`src/rtl/stack_pkg.sv`:
```
// Shared stack op encodings, used by hw_stack and the CPU decoder.
package stack_pkg;

    localparam logic [1:0] OP_NOP  = 2'b00;
    localparam logic [1:0] OP_PUSH = 2'b01;
    localparam logic [1:0] OP_POP  = 2'b10;
    localparam logic [1:0] OP_REPL = 2'b11;

endpackage

```
`src/rtl/stack_ram.sv`:
```
// Stack storage: DEPTH x WIDTH, one synchronous write port, two async read ports.
module stack_ram #(
    parameter int WIDTH = 32,
    parameter int DEPTH = 16,
    parameter int AW    = $clog2(DEPTH)
) (
    input  logic             clk,
    input  logic             we,
    input  logic [AW-1:0]    waddr,
    input  logic [WIDTH-1:0] wdata,
    input  logic [AW-1:0]    raddr0,
    output logic [WIDTH-1:0] rdata0,
    input  logic [AW-1:0]    raddr1,
    output logic [WIDTH-1:0] rdata1
);

    logic [WIDTH-1:0] mem [DEPTH];

    always_ff @(posedge clk) begin
        if (we) mem[waddr] <= wdata;
    end

    assign rdata0 = mem[raddr0];
    assign rdata1 = mem[raddr1];

endmodule

```
`src/rtl/hw_stack.sv`:
```
// Hardware LIFO stack with PUSH/POP/REPL, synchronous flush and top/next views.
// Define HW_STACK_ERR_EN to build the sticky ovf/unf error registers.
module hw_stack
    import stack_pkg::*;
#(
    parameter int WIDTH = 32,
    parameter int DEPTH = 16
) (
    input  logic                     clk,
    input  logic                     rst_n,
    input  logic                     clr,
    input  logic [1:0]               op,
    input  logic [WIDTH-1:0]         wdata,
    output logic [WIDTH-1:0]         top,
    output logic [WIDTH-1:0]         next,
    output logic [$clog2(DEPTH):0]   count,
    output logic                     full,
    output logic                     empty,
    output logic                     ovf,
    output logic                     unf
);

    localparam int AW = $clog2(DEPTH);
    localparam int CW = AW + 1;

    logic          push_ok, pop_ok, repl_ok, we;
    logic [AW-1:0] sp_m1, sp_m2, waddr;
    logic [WIDTH-1:0] rdata0, rdata1;

    assign full    = (count == CW'(DEPTH));
    assign empty   = (count == '0);

    assign push_ok = (op == OP_PUSH) && !full;
    assign pop_ok  = (op == OP_POP)  && !empty;
    assign repl_ok = (op == OP_REPL) && (count >= CW'(2));

    // Modulo-DEPTH arithmetic on the low bits is exact whenever the entry exists.
    assign sp_m1 = count[AW-1:0] - AW'(1);
    assign sp_m2 = count[AW-1:0] - AW'(2);
    assign waddr = push_ok ? count[AW-1:0] : sp_m2;
    assign we    = !clr && (push_ok || repl_ok);

    stack_ram #(
        .WIDTH (WIDTH),
        .DEPTH (DEPTH),
        .AW    (AW)
    ) u_ram (
        .clk    (clk),
        .we     (we),
        .waddr  (waddr),
        .wdata  (wdata),
        .raddr0 (sp_m1),
        .rdata0 (rdata0),
        .raddr1 (sp_m2),
        .rdata1 (rdata1)
    );

    assign top  = (count >= CW'(1)) ? rdata0 : '0;
    assign next = (count >= CW'(2)) ? rdata1 : '0;

    always_ff @(posedge clk or negedge rst_n) begin
        if (!rst_n) begin
            count <= '0;
        end else if (clr) begin
            count <= '0;
        end else if (push_ok) begin
            count <= count + CW'(1);
        end else if (pop_ok || repl_ok) begin
            count <= count - CW'(1);
        end
    end

`ifdef HW_STACK_ERR_EN
    logic ovf_set, unf_set;

    assign ovf_set = (op == OP_PUSH) && full;
    assign unf_set = ((op == OP_POP) && empty) ||
                     ((op == OP_REPL) && (count < CW'(2)));

    always_ff @(posedge clk or negedge rst_n) begin
        if (!rst_n) begin
            ovf <= 1'b0;
            unf <= 1'b0;
        end else if (clr) begin
            ovf <= 1'b0;
            unf <= 1'b0;
        end else begin
            if (ovf_set) ovf <= 1'b1;
            if (unf_set) unf <= 1'b1;
        end
    end
`else
    assign ovf = 1'b0;
    assign unf = 1'b0;
`endif

endmodule

```
`config.mk`:
```
export PLATFORM = sky130hd
export DESIGN_NAME = hw_stack
export DESIGN_NICKNAME = d
export VERILOG_FILES = /design/src/rtl/stack_pkg.sv /design/src/rtl/stack_ram.sv /design/src/rtl/hw_stack.sv
export SDC_FILE = /design/constraint.sdc
export NUM_CORES = 1
export LEC_CHECK = 0
export CAP_MARGIN = 5
export CORE_MARGIN = 4
export CORE_UTILIZATION = 55
export CTS_CLUSTER_DIAMETER = 50
export CTS_CLUSTER_SIZE = 14
export DETAILED_ROUTE_END_ITERATION = 16
export PLACE_DENSITY = 0.78
export SYNTH_ARGS = -nofsm -noshare
export SYNTH_HDL_FRONTEND = slang
export SYNTH_SLANG_ARGS = --single-unit
```
`constraint.sdc`:
```
create_clock -name clk -period 5.3 [get_ports clk]
set_clock_uncertainty 0.1 [all_clocks]
set_input_delay 1.06 -clock clk [delete_from_list [all_inputs] [get_ports clk]]
set_output_delay 1.06 -clock clk [all_outputs]
set_load 0.03 [all_outputs]
```
# Yosys cells after proc, flatten, opt, wreduce, memory -nomap -nowiden
# Memory sizes are Yosys's and may differ from the RTL's.
# Index checks and enable logic that the tools add are counted.
dict set report word_totals {
  output_inout_bits 73
  regBits 5
  elab_cells 31
  in_bits 37
  mem_count 1
  ramBits 512
}
dict set report classes {
  muxes 8
  eq_ne 4
  n_addsub 4
  n_reduce_logical 11
  order_cmp 2
}
# memory depth word_bits read_ports rd_clocked_by_memory_dff write_ports line_no
set memory_table {}
lappend memory_table {u_ram.mem 16 32 2 0 1 stack_ram.sv:17} ;# logic [WIDTH-1:0] mem [DEPTH];
# op n
set ops {}
lappend ops {{two-way mux 32 bit} 2}
lappend ops {{two-way mux 5 bit} 3}
lappend ops {{adder 5 x 1 -> 5 bit (second input constant)} 1}
lappend ops {{== test 5 bit (second input constant)} 1}
lappend ops {{>= comparator 5 x 1 -> 1 bit (second input constant)} 1}
lappend ops {{>= comparator 5 x 2 -> 1 bit (second input constant)} 1}
lappend ops {{zero test 5 bit} 1}
lappend ops {{subtractor 5 x 1 -> 5 bit (second input constant)} 1}
lappend ops {{== test 2 bit (second input constant)} 2}
lappend ops {{logical AND 1 bit} 4}
lappend ops {{two-way mux 4 bit} 1}
lappend ops {{subtractor 4 x 1 -> 4 bit (second input constant)} 1}
lappend ops {{subtractor 4 x 2 -> 4 bit (second input constant)} 1}
lappend ops {{zero test 1 bit} 3}
lappend ops {{nonzero test 3 bit} 1}
lappend ops {{== test 2 x 1 -> 1 bit (second input constant)} 1}
lappend ops {{logical OR 1 bit} 2}
lappend ops {{two-way mux 1 bit} 2}

# Logic depth before layout (Yosys ltp)
dict set report depth {
  depth_word 7
  ltp_mapped 12
}

# Modules after synthesis
# A second synthesis with hierarchy kept.
dict set report unflattened {
  cells_unflattened 1228
  area_unflattened_um2 24061.8
}
# mod seq_area_each_um2 area_each_um2 instances cells_each
set modules_own_cells {}
lappend modules_own_cells {stack_ram 15374.7 22907.0 1 1077}
lappend modules_own_cells {hw_stack 125.1 1154.9 1 151}

# Worst setup path before layout
# OpenSTA, ideal clock, no wires.
dict set report synth_timing {
  path_kind {register to register}
  startpoint {reg count[0]}
  endpoint {mem u_ram.mem[10][0] (enable)}
  arrival_time_ps 4762
  path_slack_ps -23
  setup_ps 461
  path_stages_with_launch 13
  synth_period_minus_slack_ps 5323
  cell_sequence {dfrtp_1 buf_2 buf_4 buf_2 buf_2 inv_2 ha_1 nand4bb_1 buf_2 inv_2 o32ai_1 a22oi_1 nor3_1}
}
dict set report synth_via {
  elab_chain_len 7
  word_cells_on_any_way 11
}
# element line_no
set synth_lines {}
lappend synth_lines {{start: declaration} hw_stack.sv:16} ;# output logic [$clog2(DEPTH):0] count,
lappend synth_lines {{start signal: assignment} hw_stack.sv:67} ;# count <= count + CW'(1);
lappend synth_lines {{start signal: assignment} hw_stack.sv:69} ;# count <= count - CW'(1);
lappend synth_lines {{== test 5 bit (*)} hw_stack.sv:30} ;# assign full = (count == CW'(DEPTH));
lappend synth_lines {{via full} hw_stack.sv:17} ;# output logic full,
lappend synth_lines {{zero test 1 bit (*)} hw_stack.sv:33} ;# assign push_ok = (op == OP_PUSH) && !full;
lappend synth_lines {{logical AND 1 bit (*)} hw_stack.sv:33}
lappend synth_lines {{logical OR 1 bit} hw_stack.sv:41} ;# assign we = !clr && (push_ok || repl_ok);
lappend synth_lines {{logical AND 1 bit} hw_stack.sv:41}
lappend synth_lines {{two-way mux 1 bit} stack_ram.sv:20} ;# if (we) mem[waddr] <= wdata;
lappend synth_lines {{two-way mux 1 bit (not written as such)} stack_ram.sv:20}
lappend synth_lines {{end: declaration} stack_ram.sv:17}
# The timed path passes the listed nets; every way through them passes the cells marked *.

# Worst setup path after layout
dict set report layout_timing {
  startpoint {reg count[1]}
  endpoint {out top[3]}
}
dict set report layout_via {
  elab_chain_len 3
  word_cells_on_any_way 4
}
# element line_no
set layout_lines {}
lappend layout_lines {{subtractor 4 x 1 -> 4 bit} hw_stack.sv:38} ;# assign sp_m1 = count[AW-1:0] - AW'(1);
lappend layout_lines {{memory read (16 x 32 bit)} n/a}
lappend layout_lines {{two-way mux 32 bit (*)} hw_stack.sv:58} ;# assign top = (count >= CW'(1)) ? rdata0 : '0;
lappend layout_lines {{end: declaration} hw_stack.sv:14} ;# output logic [WIDTH-1:0] top,
# Every way passes the cells marked *; elsewhere a longest branch is shown, timed or not.

==> impl_metrics.py <==
metrics = {
    "status": {
        "run_status": "finished, final reports clean",
    },
    "cts": {
        "post_cts_hold_buffer_count": 0,
        "root_buffer": "clkbuf_16",
        "clkSlewWorstSetupHoldPaths_ns": 0.06,
        "clk-insertion-delay-late_ns": 0.57,
        "post_cts.repair.setup_buffers": 0,
        "cts_inserted_buffers": 49,
        "cts_max_path_buffers": 3,
        "cts_tree": "done",
        "htreeDepth": 2,
        "clock_sinks": 517,
        "cts_resized": 0,
    },
    "hold_path": {
        "hp-class": "in -> async",
    },
    "global_route": {
        "grt_first_pass_wirelength_um": 90160,
        "grt.overflow.total": 0,
        "grt_usage_pct": 25.95,
        "grt_pass1_vias": 13880,
        "antenna_violations_before_repair": 3,
        "grt_start_max_net_pins": 148,
    },
    "worst_setup_path": {
        "critical-path-slowest-cell": "nor3b_2",
        "critPathBufInv": 2,
        "max_stage_delay_ns": 0.71,
        "worst-endpoint-arrival_ns": 3.96,
        "timing.critical_path.from_type": "flop",
        "timing.critical_path.depth": 7,
        "worst_path_dominant_cell_family": "buffers and inverters",
        "worst_setup_path_end_kind": "output pin",
        "reg2regPathDepth": 7,
        "setup.worst_path.class": "reg -> out",
        "worst-endpoint-required_ns": 4.14,
        "path_max_fanout": 8,
        "crit_chain": "inv_1 -> ha_1 -> nor3b_2 -> nand3_2 -> a222oi_1 -> a31oi_1 -> clkdlybuf4s50_1",
    },
    "floorplan": {
        "rows": 76,
        "die_area_sq_mm": 0.04718,
        "die_h_um": 217.2,
        "die_w_um": 217.2,
        "i_o_pins": 110,
        "floorplan.initialDensity_pct": 55.76,
        "fp.coreArea_sq_mm": 0.04317,
    },
    "sta": {
        "worst_pin_slew_ns": 0.9780,
        "min_period_ns": 5.116,
        "slew_headroom_pct": 34.80,
        "layout_worst_path_cycle_share_pct": 96.53,
        "timing.fmax_ghz": 0.1955,
        "hold_viol": 0,
        "slew_violations": 0,
        "setup_viol": 0,
        "unrepaired_setup_endpoints_after_global_routing": "false",
    },
    "final_layout": {
        "layout.nets": 1347,
        "layout-drive-gt1-share_pct": 32.58,
        "layoutNonFillerInstCount": 1909,
        "area_growth_syn_to_layout_pct": 13.64,
    },
    "flow_run": {
        "timing.max_cap.violations": 0,
    },
    "yosys": {
        "synthesis.instances": 1205,
        "synth_area_leaders": "edfxtp_1, mux4_2, mux2i_1",
        "yosysSeqAreaShare_pct": 64.38,
        "synth.ff_latch_count": 517,
        "mean_syn_cell_area_sq_um": 19.98,
        "yosys.area.top_type_share_pct": 63.86,
        "syn-cell-area_sq_mm": 0.02407,
        "post_synth_num_cell_types": 47,
        "synth_flop_cell": "edfxtp_1",
        "synthDominantAreaCellType": "edfxtp_1",
        "async_set_or_reset_register_ratio_after_synthesis_pct": 0.9671,
        "ys.warnings.count": 0,
        "synth_edf_count": 512,
    },
    "route": {
        "drtAntennaViolNets": 0,
        "routed_wire_length_per_instance_um": 31.76,
        "detail_route.drc_violations": 0,
        "route.detailed.vias_per_inst": 7.129,
        "drt-total-wl_um": 60620,
        "drt_first_pass_iters": 7,
        "route.vias.total": 13610,
        "dr.first_iter.drc_count": 2120,
    },
    "place": {
        "post-place-cells": 1836,
        "dp.final_hpwl_um": 33430,
        "io_buffer_count": 107,
        "place_congestion": 0.8206,
    },
}
==> layer usage <==
| metal | track usage [%] | share of wire (%) | vias to the layer above |
|---|---|---|---|
| met5 | 0 | 0.016 | - |
| met4 | 7.272 | 3.0 | 2 |
| met3 | 5.781 | 10 | 126 |
| met2 | 42.13 | 49 | 894 |
| met1 | 36.32 | 37 | 7138 |
| li1 | - | - | 5449 |
==> worst register-to-register path: stages (launching register included) <==
cell and delay (ns):
dfrtp_4 0.48, inv_1 0.23, ha_1 0.42, nor3b_2 0.71, a21oi_1 0.22, o211ai_1 0.74
nor2_4 0.27, buf_4 0.40
==> cell families (layout without fill, tap and decap cells) <==
| logic type | count (synthesis) | in the layout | share of synthesized area (%) |
|---|---|---|---|
| buf+inv | 109 | 226 | 2.100 |
| mux | 324 | 324 | 26.79 |
| fa+ha+maj | 8 | 8 | 0.4158 |
| other cells | 1 | 3 | 0.01558 |
| flops | 517 | 517 | 64.38 |
| simple gates | 111 | 111 | 2.147 |
| compound gates | 130 | 130 | 3.966 |
| xor+xnor | 5 | 5 | 0.1819 |
==> sequential cells by signal (all words and copies together), names as in the netlist <==
signal,count
u_ram.mem,512
count,5
==> path summary, 6_finish.rpt <==
path	slack (ns)	from	endpoint
max reg2reg	1.40	count[1]$_DFFE_PN0P_	u_ram.mem[4][24]$_DFFE_PP_
max	0.18	count[1]$_DFFE_PN0P_	top[3]
min	0.62	rst_n	count[3]$_DFFE_PN0P_
min in group clk	0.68	count[2]$_DFFE_PN0P_	count[2]$_DFFE_PN0P_
min reg2reg	0.68	count[2]$_DFFE_PN0P_	count[2]$_DFFE_PN0P_
max in group asynchronous	4.23	rst_n	count[1]$_DFFE_PN0P_
==> cells in the mapped netlist (2+ instances only) <==
cell / instances
inv_1: 4
o22ai_1: 34
nor3_1: 13
o211ai_1: 3
a222oi_1: 31
xnor2_1: 3
a32oi_1: 3
nor2_1: 11
clkbuf_1: 40
xor2_1: 2
buf_4: 10
buf_1: 6
mux2i_1: 65
inv_2: 2
a31oi_1: 33
a21oi_1: 9
mux2_2: 3
nor2b_1: 3
nand2_1: 66
or2_2: 2
nand2b_1: 6
nand3_1: 2
ha_1: 8
buf_2: 47
o32ai_1: 2
edfxtp_1: 512
dfrtp_1: 5
o21ai_0: 3
a22oi_1: 4
mux4_2: 256
==> through the flow <==
stage | setup WS [ns] | util, % | hold slack, ns | cell area, sq um | setup TNS, ns
2_1_floorplan | -0.02297 | - | 0.6644 | 24080 | -2.939
3_3_place_gp | 0.9154 | 60.15 | 0.6537 | 25970 | 0
3_5_place_dp | 0.8649 | 60.15 | 0.6615 | 25970 | 0
4_1_cts | 0.2462 | 63.37 | 0.5931 | 27360 | 0
5_1_grt | 0.04557 | 63.37 | 0.6111 | 27360 | 0
6_report | 0.1839 | 63.37 | 0.6228 | 27360 | 0
==> cell type report <==
| class | count | area, sq um |
|---|---|---|
| repair buffers | 148 | 1429 |
| flip-flops and latches | 517 | 15510 |
| well taps | 585 | 732.0 |
| inverters | 6 | 22.52 |
| fillers | 2955 | 15810 |
| clock inverters | 20 | 150.1 |
| multi-input cells | 580 | 8278 |
| diodes | 1 | 2.502 |
| clock buffers | 52 | 1237 |
==> cell usage in the layout, fill, tap and decap left out, types with 3 or more instances in the layout <==
cell type / count
a21oi_1: 9
a222oi_1: 31
a22oi_1: 4
a31oi_1: 31
a32oi_1: 3
buf_12: 10
buf_4: 61
clkbuf_1: 3
clkbuf_16: 49
clkdlybuf4s50_1: 77
clkinv_1: 3
clkinv_2: 5
dfrtp_1: 3
edfxtp_1: 512
ha_1: 7
inv_1: 4
inv_6: 7
mux2_2: 3
mux2i_1: 65
mux4_2: 256
nand2_1: 65
nand2b_1: 5
nor2_1: 3
nor2_4: 8
nor2b_1: 3
nor3_1: 5
nor3_2: 8
o211ai_1: 3
o21ai_0: 3
o22ai_1: 34
Power is not shown: default switching activity piles up to over one toggle a cycle in this logic, so the estimate is an artifact.
